===== config.mk =====
export PLATFORM = sky130hd
export DESIGN_NAME = sum_window_stats_flat
export DESIGN_NICKNAME = d
export VERILOG_FILES = /design/src/rtl/sum_window_stats_if.sv /design/src/rtl/sum_window_stats.sv /design/src/flat_wrapper.sv
export SDC_FILE = /design/constraint.sdc
export NUM_CORES = 1
export LEC_CHECK = 0
export ABC_AREA = 1
export BUFFER_PORTS_ARGS = -buffer_cell sky130_fd_sc_hd__clkbuf_2
export CAP_MARGIN = 20
export CORE_ASPECT_RATIO = 1.2
export CORE_UTILIZATION = 30
export CTS_CLUSTER_SIZE = 20
export DETAILED_ROUTE_END_ITERATION = 16
export GPL_TIMING_DRIVEN = 0
export MAX_ROUTING_LAYER = met4
export SETUP_SLACK_MARGIN = 0.5
export SLEW_MARGIN = 40
export SYNTH_ARGS = -nofsm -noshare
export SYNTH_HDL_FRONTEND = slang
export SYNTH_SLANG_ARGS = --single-unit

===== constraint.sdc =====
create_clock -name clk -period 5.24 [get_ports clk]
set_input_delay 0.262 -clock clk [delete_from_list [all_inputs] [get_ports clk]]
set_output_delay 0.262 -clock clk [all_outputs]
set_load 0.1 [all_outputs]

===== src/rtl/sum_window_stats_if.sv =====
// Sample and result handshake bundle between the adder stage, the window
// statistics block and its downstream consumer.
interface sum_window_stats_if #(
  parameter int SUM_W = 10,
  parameter int CNT_W = 5,
  parameter int ACC_W = 14
) ();
  logic             in_vld;
  logic             in_rdy;
  logic [SUM_W-1:0] in_sum;
  logic             in_zero;
  logic             in_flush;
  logic             out_vld;
  logic             out_rdy;
  logic [ACC_W-1:0] out_acc;
  logic [SUM_W-1:0] out_max;
  logic [CNT_W-1:0] out_zeros;
  logic [CNT_W-1:0] out_run;
  logic [CNT_W-1:0] out_cnt;
  logic             err_zero;

  modport master (
    output in_vld, in_sum, in_zero, in_flush, out_rdy,
    input  in_rdy, out_vld, out_acc, out_max, out_zeros, out_run, out_cnt, err_zero
  );

  modport slave (
    input  in_vld, in_sum, in_zero, in_flush, out_rdy,
    output in_rdy, out_vld, out_acc, out_max, out_zeros, out_run, out_cnt, err_zero
  );
endinterface


===== src/rtl/sum_window_stats.sv =====
// Windowed statistics over the registered adder sum: total, max, zero count,
// longest zero run and sample count, presented on a held valid/ready port.
module sum_window_stats #(
  parameter int SUM_W = 10,
  parameter int WIN   = 16,
  parameter int CNT_W = 5,
  parameter int ACC_W = 14
) (
  input  logic              clk,
  input  logic              rst,
  sum_window_stats_if.slave bus
);

  localparam logic [CNT_W-1:0] LAST_IDX = CNT_W'(WIN - 1);

  typedef enum logic [0:0] {
    ST_ACCUM = 1'b0,
    ST_HOLD  = 1'b1
  } state_t;

  function automatic logic [SUM_W-1:0] max_sum(input logic [SUM_W-1:0] a,
                                               input logic [SUM_W-1:0] b);
    return (b > a) ? b : a;
  endfunction

  function automatic logic zero_flag_bad(input logic [SUM_W-1:0] sum,
                                         input logic             zero);
    return zero != (sum == {SUM_W{1'b0}});
  endfunction

  state_t           state_r, state_nx_s;
  logic [ACC_W-1:0] acc_r, acc_s;
  logic [SUM_W-1:0] max_r, max_s;
  logic [CNT_W-1:0] zeros_r, zeros_s;
  logic [CNT_W-1:0] run_r, run_s;
  logic [CNT_W-1:0] run_max_r, run_max_s;
  logic [CNT_W-1:0] cnt_r, cnt_s;
  logic [ACC_W-1:0] out_acc_r;
  logic [SUM_W-1:0] out_max_r;
  logic [CNT_W-1:0] out_zeros_r;
  logic [CNT_W-1:0] out_run_r;
  logic [CNT_W-1:0] out_cnt_r;
  logic             err_zero_r;
  logic             out_vld_s;
  logic             in_rdy_s;
  logic             accept_s;
  logic             consume_s;
  logic             close_s;

  // Handshake decode; in HOLD a sample slips in only alongside a consume.
  always_comb begin
    out_vld_s = (state_r == ST_HOLD);
    in_rdy_s  = (state_r == ST_ACCUM) | (out_vld_s & bus.out_rdy);
    accept_s  = bus.in_vld & in_rdy_s;
    consume_s = out_vld_s & bus.out_rdy;
    close_s   = (accept_s & (cnt_r == LAST_IDX))
              | (bus.in_flush & ((cnt_r != {CNT_W{1'b0}}) | accept_s));
  end

  // Working statistics including this cycle's sample.
  always_comb begin
    acc_s     = acc_r;
    max_s     = max_r;
    zeros_s   = zeros_r;
    run_s     = run_r;
    run_max_s = run_max_r;
    cnt_s     = cnt_r;
    if (accept_s) begin
      acc_s = acc_r + ACC_W'(bus.in_sum);
      max_s = max_sum(max_r, bus.in_sum);
      cnt_s = cnt_r + CNT_W'(1);
      if (bus.in_zero) begin
        zeros_s = zeros_r + CNT_W'(1);
        run_s   = run_r + CNT_W'(1);
      end else begin
        zeros_s = zeros_r;
        run_s   = {CNT_W{1'b0}};
      end
      run_max_s = (run_s > run_max_r) ? run_s : run_max_r;
    end else begin
      cnt_s = cnt_r;
    end
  end

  // Next-state logic; a close always lands in HOLD, even straight out of HOLD.
  always_comb begin
    state_nx_s = state_r;
    case (state_r)
      ST_ACCUM: begin
        if (close_s) begin
          state_nx_s = ST_HOLD;
        end else begin
          state_nx_s = ST_ACCUM;
        end
      end
      ST_HOLD: begin
        if (close_s) begin
          state_nx_s = ST_HOLD;
        end else if (consume_s) begin
          state_nx_s = ST_ACCUM;
        end else begin
          state_nx_s = ST_HOLD;
        end
      end
      default: state_nx_s = ST_ACCUM;
    endcase
  end

  // State register.
  always_ff @(posedge clk or posedge rst) begin
    if (rst) begin
      state_r <= ST_ACCUM;
    end else begin
      state_r <= state_nx_s;
    end
  end

  // Working statistics register, cleared whenever a window closes.
  always_ff @(posedge clk or posedge rst) begin
    if (rst) begin
      acc_r     <= {ACC_W{1'b0}};
      max_r     <= {SUM_W{1'b0}};
      zeros_r   <= {CNT_W{1'b0}};
      run_r     <= {CNT_W{1'b0}};
      run_max_r <= {CNT_W{1'b0}};
      cnt_r     <= {CNT_W{1'b0}};
    end else if (close_s) begin
      acc_r     <= {ACC_W{1'b0}};
      max_r     <= {SUM_W{1'b0}};
      zeros_r   <= {CNT_W{1'b0}};
      run_r     <= {CNT_W{1'b0}};
      run_max_r <= {CNT_W{1'b0}};
      cnt_r     <= {CNT_W{1'b0}};
    end else begin
      acc_r     <= acc_s;
      max_r     <= max_s;
      zeros_r   <= zeros_s;
      run_r     <= run_s;
      run_max_r <= run_max_s;
      cnt_r     <= cnt_s;
    end
  end

  // Result registers, loaded only on close so they hold while unaccepted.
  always_ff @(posedge clk or posedge rst) begin
    if (rst) begin
      out_acc_r   <= {ACC_W{1'b0}};
      out_max_r   <= {SUM_W{1'b0}};
      out_zeros_r <= {CNT_W{1'b0}};
      out_run_r   <= {CNT_W{1'b0}};
      out_cnt_r   <= {CNT_W{1'b0}};
    end else if (close_s) begin
      out_acc_r   <= acc_s;
      out_max_r   <= max_s;
      out_zeros_r <= zeros_s;
      out_run_r   <= run_max_s;
      out_cnt_r   <= cnt_s;
    end else begin
      out_acc_r   <= out_acc_r;
      out_max_r   <= out_max_r;
      out_zeros_r <= out_zeros_r;
      out_run_r   <= out_run_r;
      out_cnt_r   <= out_cnt_r;
    end
  end

  // Sticky flag for a zero flag that contradicts its sum.
  always_ff @(posedge clk or posedge rst) begin
    if (rst) begin
      err_zero_r <= 1'b0;
    end else if (accept_s && zero_flag_bad(bus.in_sum, bus.in_zero)) begin
      err_zero_r <= 1'b1;
    end else begin
      err_zero_r <= err_zero_r;
    end
  end

  assign bus.in_rdy    = in_rdy_s;
  assign bus.out_vld   = out_vld_s;
  assign bus.out_acc   = out_acc_r;
  assign bus.out_max   = out_max_r;
  assign bus.out_zeros = out_zeros_r;
  assign bus.out_run   = out_run_r;
  assign bus.out_cnt   = out_cnt_r;
  assign bus.err_zero  = err_zero_r;

endmodule

===== src/flat_wrapper.sv =====
// flat-port wrapper written by rule: the top's interface ports become plain ports
module sum_window_stats_flat 
#(
  parameter int SUM_W = 10,
  parameter int WIN   = 16,
  parameter int CNT_W = 5,
  parameter int ACC_W = 14
)
  (clk, rst, bus_in_vld, bus_in_sum, bus_in_zero, bus_in_flush, bus_out_rdy, bus_in_rdy, bus_out_vld, bus_out_acc, bus_out_max, bus_out_zeros, bus_out_run, bus_out_cnt, bus_err_zero);
  sum_window_stats_if #(.SUM_W(SUM_W), .CNT_W(CNT_W), .ACC_W(ACC_W)) bus_i ();
  input  logic clk;
  input  logic rst;
  input wire logic [$bits(bus_i.in_vld)-1:0] bus_in_vld;
  input wire logic [$bits(bus_i.in_sum)-1:0] bus_in_sum;
  input wire logic [$bits(bus_i.in_zero)-1:0] bus_in_zero;
  input wire logic [$bits(bus_i.in_flush)-1:0] bus_in_flush;
  input wire logic [$bits(bus_i.out_rdy)-1:0] bus_out_rdy;
  output wire logic [$bits(bus_i.in_rdy)-1:0] bus_in_rdy;
  output wire logic [$bits(bus_i.out_vld)-1:0] bus_out_vld;
  output wire logic [$bits(bus_i.out_acc)-1:0] bus_out_acc;
  output wire logic [$bits(bus_i.out_max)-1:0] bus_out_max;
  output wire logic [$bits(bus_i.out_zeros)-1:0] bus_out_zeros;
  output wire logic [$bits(bus_i.out_run)-1:0] bus_out_run;
  output wire logic [$bits(bus_i.out_cnt)-1:0] bus_out_cnt;
  output wire logic [$bits(bus_i.err_zero)-1:0] bus_err_zero;
  assign bus_i.in_vld = bus_in_vld;
  assign bus_i.in_sum = bus_in_sum;
  assign bus_i.in_zero = bus_in_zero;
  assign bus_i.in_flush = bus_in_flush;
  assign bus_i.out_rdy = bus_out_rdy;
  assign bus_in_rdy = bus_i.in_rdy;
  assign bus_out_vld = bus_i.out_vld;
  assign bus_out_acc = bus_i.out_acc;
  assign bus_out_max = bus_i.out_max;
  assign bus_out_zeros = bus_i.out_zeros;
  assign bus_out_run = bus_i.out_run;
  assign bus_out_cnt = bus_i.out_cnt;
  assign bus_err_zero = bus_i.err_zero;
  sum_window_stats #(.SUM_W(SUM_W), .WIN(WIN), .CNT_W(CNT_W), .ACC_W(ACC_W)) u_core (.clk(clk), .rst(rst), .bus(bus_i));
endmodule

-- Word-level counts from Yosys, hierarchy flattened
Index checks and enable logic that the tools add are counted.
- output and inout bits: 42
- input bits: 16
- logic and storage cells: 54
- register bits: 85
- reduce and logical (&&, ||, !) cells: 4
- equality and inequality tests: 2
- mux-type cells: 21
- add/subtract/negate cells: 4
- magnitude comparators: 2
- bitwise gates (word level): 8
- operators with widths (operator ; number):
    $mux 5 ; 12
    $mux 10 ; 3
    $mux 14 ; 2
    $add 5x1->5 const B ; 3
    $add 14x10->14 ; 1
    $gt 10x10->1 ; 1
    $logic_not 10->1 ; 1
    $eq 5x4->1 const B ; 1
    $gt 5x5->1 ; 1
    $reduce_bool 5->1 ; 1
    $and 1x1->1 ; 4
    $mux 1 ; 3
    $or 1x1->1 ; 3
    $pmux 1 s2 ; 1
    $reduce_bool 2->1 ; 1
    $logic_and 1x1->1 ; 1
    $ne 1x1->1 ; 1
    $not 1->1 ; 1

-- Longest topological paths before layout
- word-level depth: 8
- mapped depth: 15
- mapped depth without buffers: 15

-- Least setup slack after synthesis
No wires, ideal clock.
- path kind: reg-to-reg
- start point: reg u_core.state_r (netlist: u_core.bus.out_vld)
- end point: reg u_core.out_acc_r[0] (netlist: u_core.bus.out_acc[0])
- clock period less this slack: 2.669 ns
- cell stages (with the launch flop): 11
- arrival time: 2.587 ns
- required time: 5.157 ns
- library setup time: 0.083 ns
- slack: 2.571 ns
- buffers on the path: 2
- cell sequence: dfrtp_1 -> nand2_2 -> nand2_4 -> nand2_1 -> o21ai_2 -> nand2_1 -> inv_2 -> buf_4 -> buf_4 -> nand2_1 -> o21ai_0
- word-level cells in the longest chain between the ends: 6
- elaborated cells on any way between the ends: 9
- those cells by class: mux (1); bitwise (8)
- RTL lines (element ; line ; text):
    start: declaration ; sum_window_stats.sv:31 ; state_t state_r, state_nx_s;
    start signal: assignment ; sum_window_stats.sv:114 ; state_r <= state_nx_s;
    $and 1x1->1 / $not 1->1 (equally long branches) ; sum_window_stats.sv:53 ; in_rdy_s = (state_r == ST_ACCUM) | (out_vld_s & bus.out_rdy);
    $or 1x1->1 (*) ; sum_window_stats.sv:53 ;
    via bus_in_rdy ; flat_wrapper.sv:18 ; output wire logic [$bits(bus_i.in_rdy)-1:0] bus_in_rdy;
    $and 1x1->1 (*) ; sum_window_stats.sv:54 ; accept_s = bus.in_vld & in_rdy_s;
    $or 1x1->1 ; sum_window_stats.sv:57 ; | (bus.in_flush & ((cnt_r != {CNT_W{1'b0}}) | accept_s));
    $and 1x1->1 ; sum_window_stats.sv:57 ;
    $or 1x1->1 ; sum_window_stats.sv:57 ;
    end signal: assignment ; sum_window_stats.sv:147 ; out_acc_r <= {ACC_W{1'b0}};
    end signal: assignment ; sum_window_stats.sv:153 ; out_acc_r <= acc_s;
    end signal: assignment ; sum_window_stats.sv:159 ; out_acc_r <= out_acc_r;
    end: declaration ; sum_window_stats.sv:38 ; logic [ACC_W-1:0] out_acc_r;
Mark *: on every way through the listed nets, which the timed path passes. The rest lies on a longest branch.
A chain may end at the register's enable or synchronous reset.

-- Worst setup path in the final report
- start point: reg u_core.run_r[0]
- end point: reg u_core.out_run_r[0] (netlist: u_core.bus.out_run[0])
- word-level cells in the longest chain between the ends: 6
- RTL lines (element ; line ; text):
    start: declaration ; sum_window_stats.sv:35 ; logic [CNT_W-1:0] run_r, run_s;
    start signal: assignment ; sum_window_stats.sv:124 ; run_r <= {CNT_W{1'b0}};
    start signal: assignment ; sum_window_stats.sv:131 ; run_r <= {CNT_W{1'b0}};
    start signal: assignment ; sum_window_stats.sv:138 ; run_r <= run_s;
    $add 5x1->5 (*) ; sum_window_stats.sv:74 ; run_s = run_r + CNT_W'(1);
    $mux 5 (*) ; sum_window_stats.sv:72 ; if (bus.in_zero) begin
    $mux 5 (*) ; sum_window_stats.sv:68 ; if (accept_s) begin
    $gt 5x5->1 ; sum_window_stats.sv:79 ; run_max_s = (run_s > run_max_r) ? run_s : run_max_r;
    $mux 5 (*) ; sum_window_stats.sv:79 ;
    $mux 5 (*) ; sum_window_stats.sv:68 ;
    end signal: assignment ; sum_window_stats.sv:150 ; out_run_r <= {CNT_W{1'b0}};
    end signal: assignment ; sum_window_stats.sv:156 ; out_run_r <= run_max_s;
    end signal: assignment ; sum_window_stats.sv:162 ; out_run_r <= out_run_r;
    end: declaration ; sum_window_stats.sv:41 ; logic [CNT_W-1:0] out_run_r;
Mark *: on every way between the ends. The rest lies on a longest branch, timed or not. The select of a mux whose other input is x is not followed.

==> results by group <==
Yosys
  • Main flop type after synthesis: dfrtp_1
  • Mean post-synth cell area: 8.16 um^2
  • Synth Cell Area: between 4000 and 5000 um^2
  • Post-synth top cells: nand2_1 (145), dfrtp_1 (85), inv_1 (59), nor2_1 (59), o21ai_0 (39)
  • Unique masters post-synth: 39
  • Yosys warns: 0
  • Syn nets: 603
  • Area contributors post-synth: dfrtp_1 (47%), nand2_1 (12%), ha_1 (7.7%)
  • Ys async rst share: 100%
  • Sequential area share after synthesis: 46.7%
  • Mapped Cells: around 560
  • Most instantiated library cell after synthesis: nand2_1
  • Post-synth EDFFs: 0
  • Count of state elements after synthesis: 85
  • Yosys top cell by area: dfrtp_1
  • Post-synth top area share: ~47%

Finish
  • Post-route cell area: approximately 5400 um^2
  • P&R area growth vs syn: 19.2%
  • Multi-input logic area: approximately 2100 um^2
  • Nets: 673
  • Sequential Area: 2130 um^2
  • Share of cells above drive strength 1: 17.2%
  • Antenna cells: 0
  • # fillers: around 1500

Power
  • LEAKAGE: 2.78 nW
  • Total Power: 0.00363 W
  • VDD IR-drop max: 478 uV
  • Power Density: 669 nW/um^2

Critical path
  • Crit Path Category: flip-flop to flip-flop
  • Arrival @ worst endpoint: 2.42 ns
  • CP max FO: 7
  • CP bufs+invs: 1
  • Crit-path slowest cell: dfrtp_1
  • CP Launch Type: flip-flop
  • Cell Chain, Critical Path: ha_1, nand3_1, nand2_1, nand2_1, nor2_1, ha_1, inv_1, o21bai_1, nor2_1, nand2_2, nand2_4, nand2_2, nand3_1, nand2_1
  • Crit. End Element: flip-flop
  • Worst EP required: 5.47 ns
  • Delay-heaviest family, CP: simple AND/OR/NAND/NOR gates
  • CP dominant cell by count: nand2_1
  • Critical Path Max Stage Delay: 0.41 ns

Clock tree
  • CTS Buf Count: 9
  • Clock transition at path regs: around 0.060 ns
  • Clock Sink Count: 85
  • Hold-fix buffers at CTS: 1
  • Bufs on Longest Clock Path: 2
  • Post-CTS sizing: 0
  • Post-CTS setup buffers: 0
  • Root buf cell: clkbuf_16
  • H-tree depth: 3
  • Clock latency on the worst-skew pair: 0.34 ns
  • CTS tree: yes

Floorplan
  • Core Area: 14600 um^2
  • Chip Height: 137 um
  • Initial Util: a little under a third
  • Die X: 114 um
  • Ports: 58
  • Die area: 15700 um^2
  • Row count: 48

GRT
  • GRT Total Usage: between 10% and 20%
  • Met2 global-route usage: approximately a quarter
  • Initial antenna violation count: 0
  • Met3 GRT Util: 2.70%
  • GR Util met1: 21.5%
  • Largest net degree at the start of global routing: 56
  • Vias in the first global route: 3762
  • Final global-route overflow total: 0
  • GRT busiest layer: met2
  • First-pass GRT wire length: 19100 um

Drt
  • TritonRoute pass-1 iters: 4
  • Via count: 3819
  • Routed WL: 11500 um
  • Final ANT Viol Nets: 0
  • Drt wl/cell: 13.8 um
  • DRT iter0 DRCs: 161
  • # DRC: 0
  • Via/cell ratio: 4.58

Timing
  • Relative slew slack: between 50% and 60%
  • Worst-margin pin slew: 0.668 ns
  • Final Skew: just over 0.007 ns
  • F_max: 0.457 GHz
  • Fin worst setup slack: 3.05 ns
  • Final hold viol count: 0
  • Setup_tns: 0 ns
  • Fin. max-slew vios: 0
  • Tmin final: ~2.2 ns
  • Final cycle utilization of the critical path: between 40% and 50%
  • RSZ-0062 raised after global routing: no
  • Final setup fails: 0

Run status
  • Status: finished clean

Hold path
  • HP Class: primary input to flip-flop

Placed design
  • Post-Place Cell Area: 5120 um^2
  • RePlAce Congestion: 0.874
  • Half-perimeter wire length after placement: 8550 um
  • Port-buffer cells: 57
  • Pre-CTS setup slack: ~3.0 ns

Flow run
  • Number of max-cap violations: 0
## final timing paths
kind                       cells after the start               endpoint  slack [ns]             startpoint
max                                           14  u_core.bus.out_run[0]        3.05        u_core.run_r[0]
min                                            4     u_core.bus.out_vld        0.22            bus_out_rdy
max reg2reg                                   14  u_core.bus.out_run[0]        3.05        u_core.run_r[0]
min reg2reg                                    2  u_core.bus.out_acc[9]        0.48  u_core.bus.out_acc[9]
max in group asynchronous                      4       u_core.acc_r[11]        4.24                    rst
min in group asynchronous                      3  u_core.bus.out_cnt[0]        0.44                    rst
## state kept, by name, summed over array words and instances (netlist names)
name / count
u_core.acc_r: 14
u_core.bus.out_acc: 14
u_core.bus.out_max: 10
u_core.max_r: 10
u_core.bus.out_cnt: 5
u_core.bus.out_run: 5
u_core.bus.out_zeros: 5
u_core.cnt_r: 5
u_core.run_max_r: 5
u_core.run_r: 5
u_core.zeros_r: 5
u_core.bus.err_zero: 1
u_core.bus.out_vld: 1
## power by group
part           internal (W)  total (W)  switching [W]
combinational      0.000418    0.00199        0.00158
sequential         0.000872   0.000995       0.000123
clock              0.000383   0.000640       0.000257
total               0.00167    0.00363        0.00196
## cell type report
class / instances / share of cell area (%)
sequential: 85 / 39.2
clock inverter: 3 / 0.830
buffer: 18 / 1.84
inverter: 62 / 4.38
timing repair buffer: 59 / 5.95
tap: 200 / 4.61
clock buffer: 13 / 4.61
multi-input combinational: 393 / 38.6
## tightest hold or removal path, stage by stage
cell and delay (ns):
clkbuf_2 0.08, inv_1 0.04, nand2_2 0.09, nand2_1 0.06
## metrics by stage
step / hold slack [ns] / std cells / util (%)
finish: 0.216 / 833 / 37.2
global route: 0.215 / 833 / 37.2
CTS: 0.208 / 833 / 37.2
detailed placement: 0.258 / 816 / 35.1
global placement: 0.469 / 815 / 34.9
floorplan: 0.453 / 558 / -
## cell families after synthesis
family / share of synthesized area (%)
and+or+nand+nor: 26.0
adders and majority gates: 8.13
xor gates and xnor gates: 1.73
buffers and inverters: 7.31
DFF: 46.7
AOI/OAI and AO/OA: 9.92
muxes: 0.220
## cell usage in the layout (no fill, tap or decap), types with 2 or more instances in the layout
cell type / Yosys / final
a31oi_1: 4 / 4
nand3_2: 2 / 2
ha_1: 28 / 28
o21ai_2: 2 / 2
nand3_1: 35 / 35
clkbuf_2: 1 / 58
nand2_4: 2 / 2
o21ai_1: 4 / 4
nor2_2: 2 / 2
nand2_1: 145 / 145
inv_1: 59 / 58
clkinvlp_4: 0 / 2
nand4_1: 9 / 9
inv_2: 3 / 3
nand3b_1: 7 / 7
nor2_1: 59 / 59
nand2_2: 8 / 8
o211ai_1: 2 / 2
dfrtp_1: 85 / 85
nor3_1: 3 / 3
o21ai_0: 39 / 39
a21oi_1: 20 / 20
clkbuf_16: 0 / 9
buf_4: 3 / 3
buf_2: 10 / 10
xnor2_1: 2 / 2
clkbuf_1: 3 / 6
o31ai_2: 2 / 2
xor2_1: 7 / 7
## routing by layer
metal,wire length [um],up-vias
met1,5440,1789
met3,553,11
met5,0,-
li1,-,1949
met4,182,0
met2,5320,70
No activity file was read; power rests on OpenSTA's default activity.
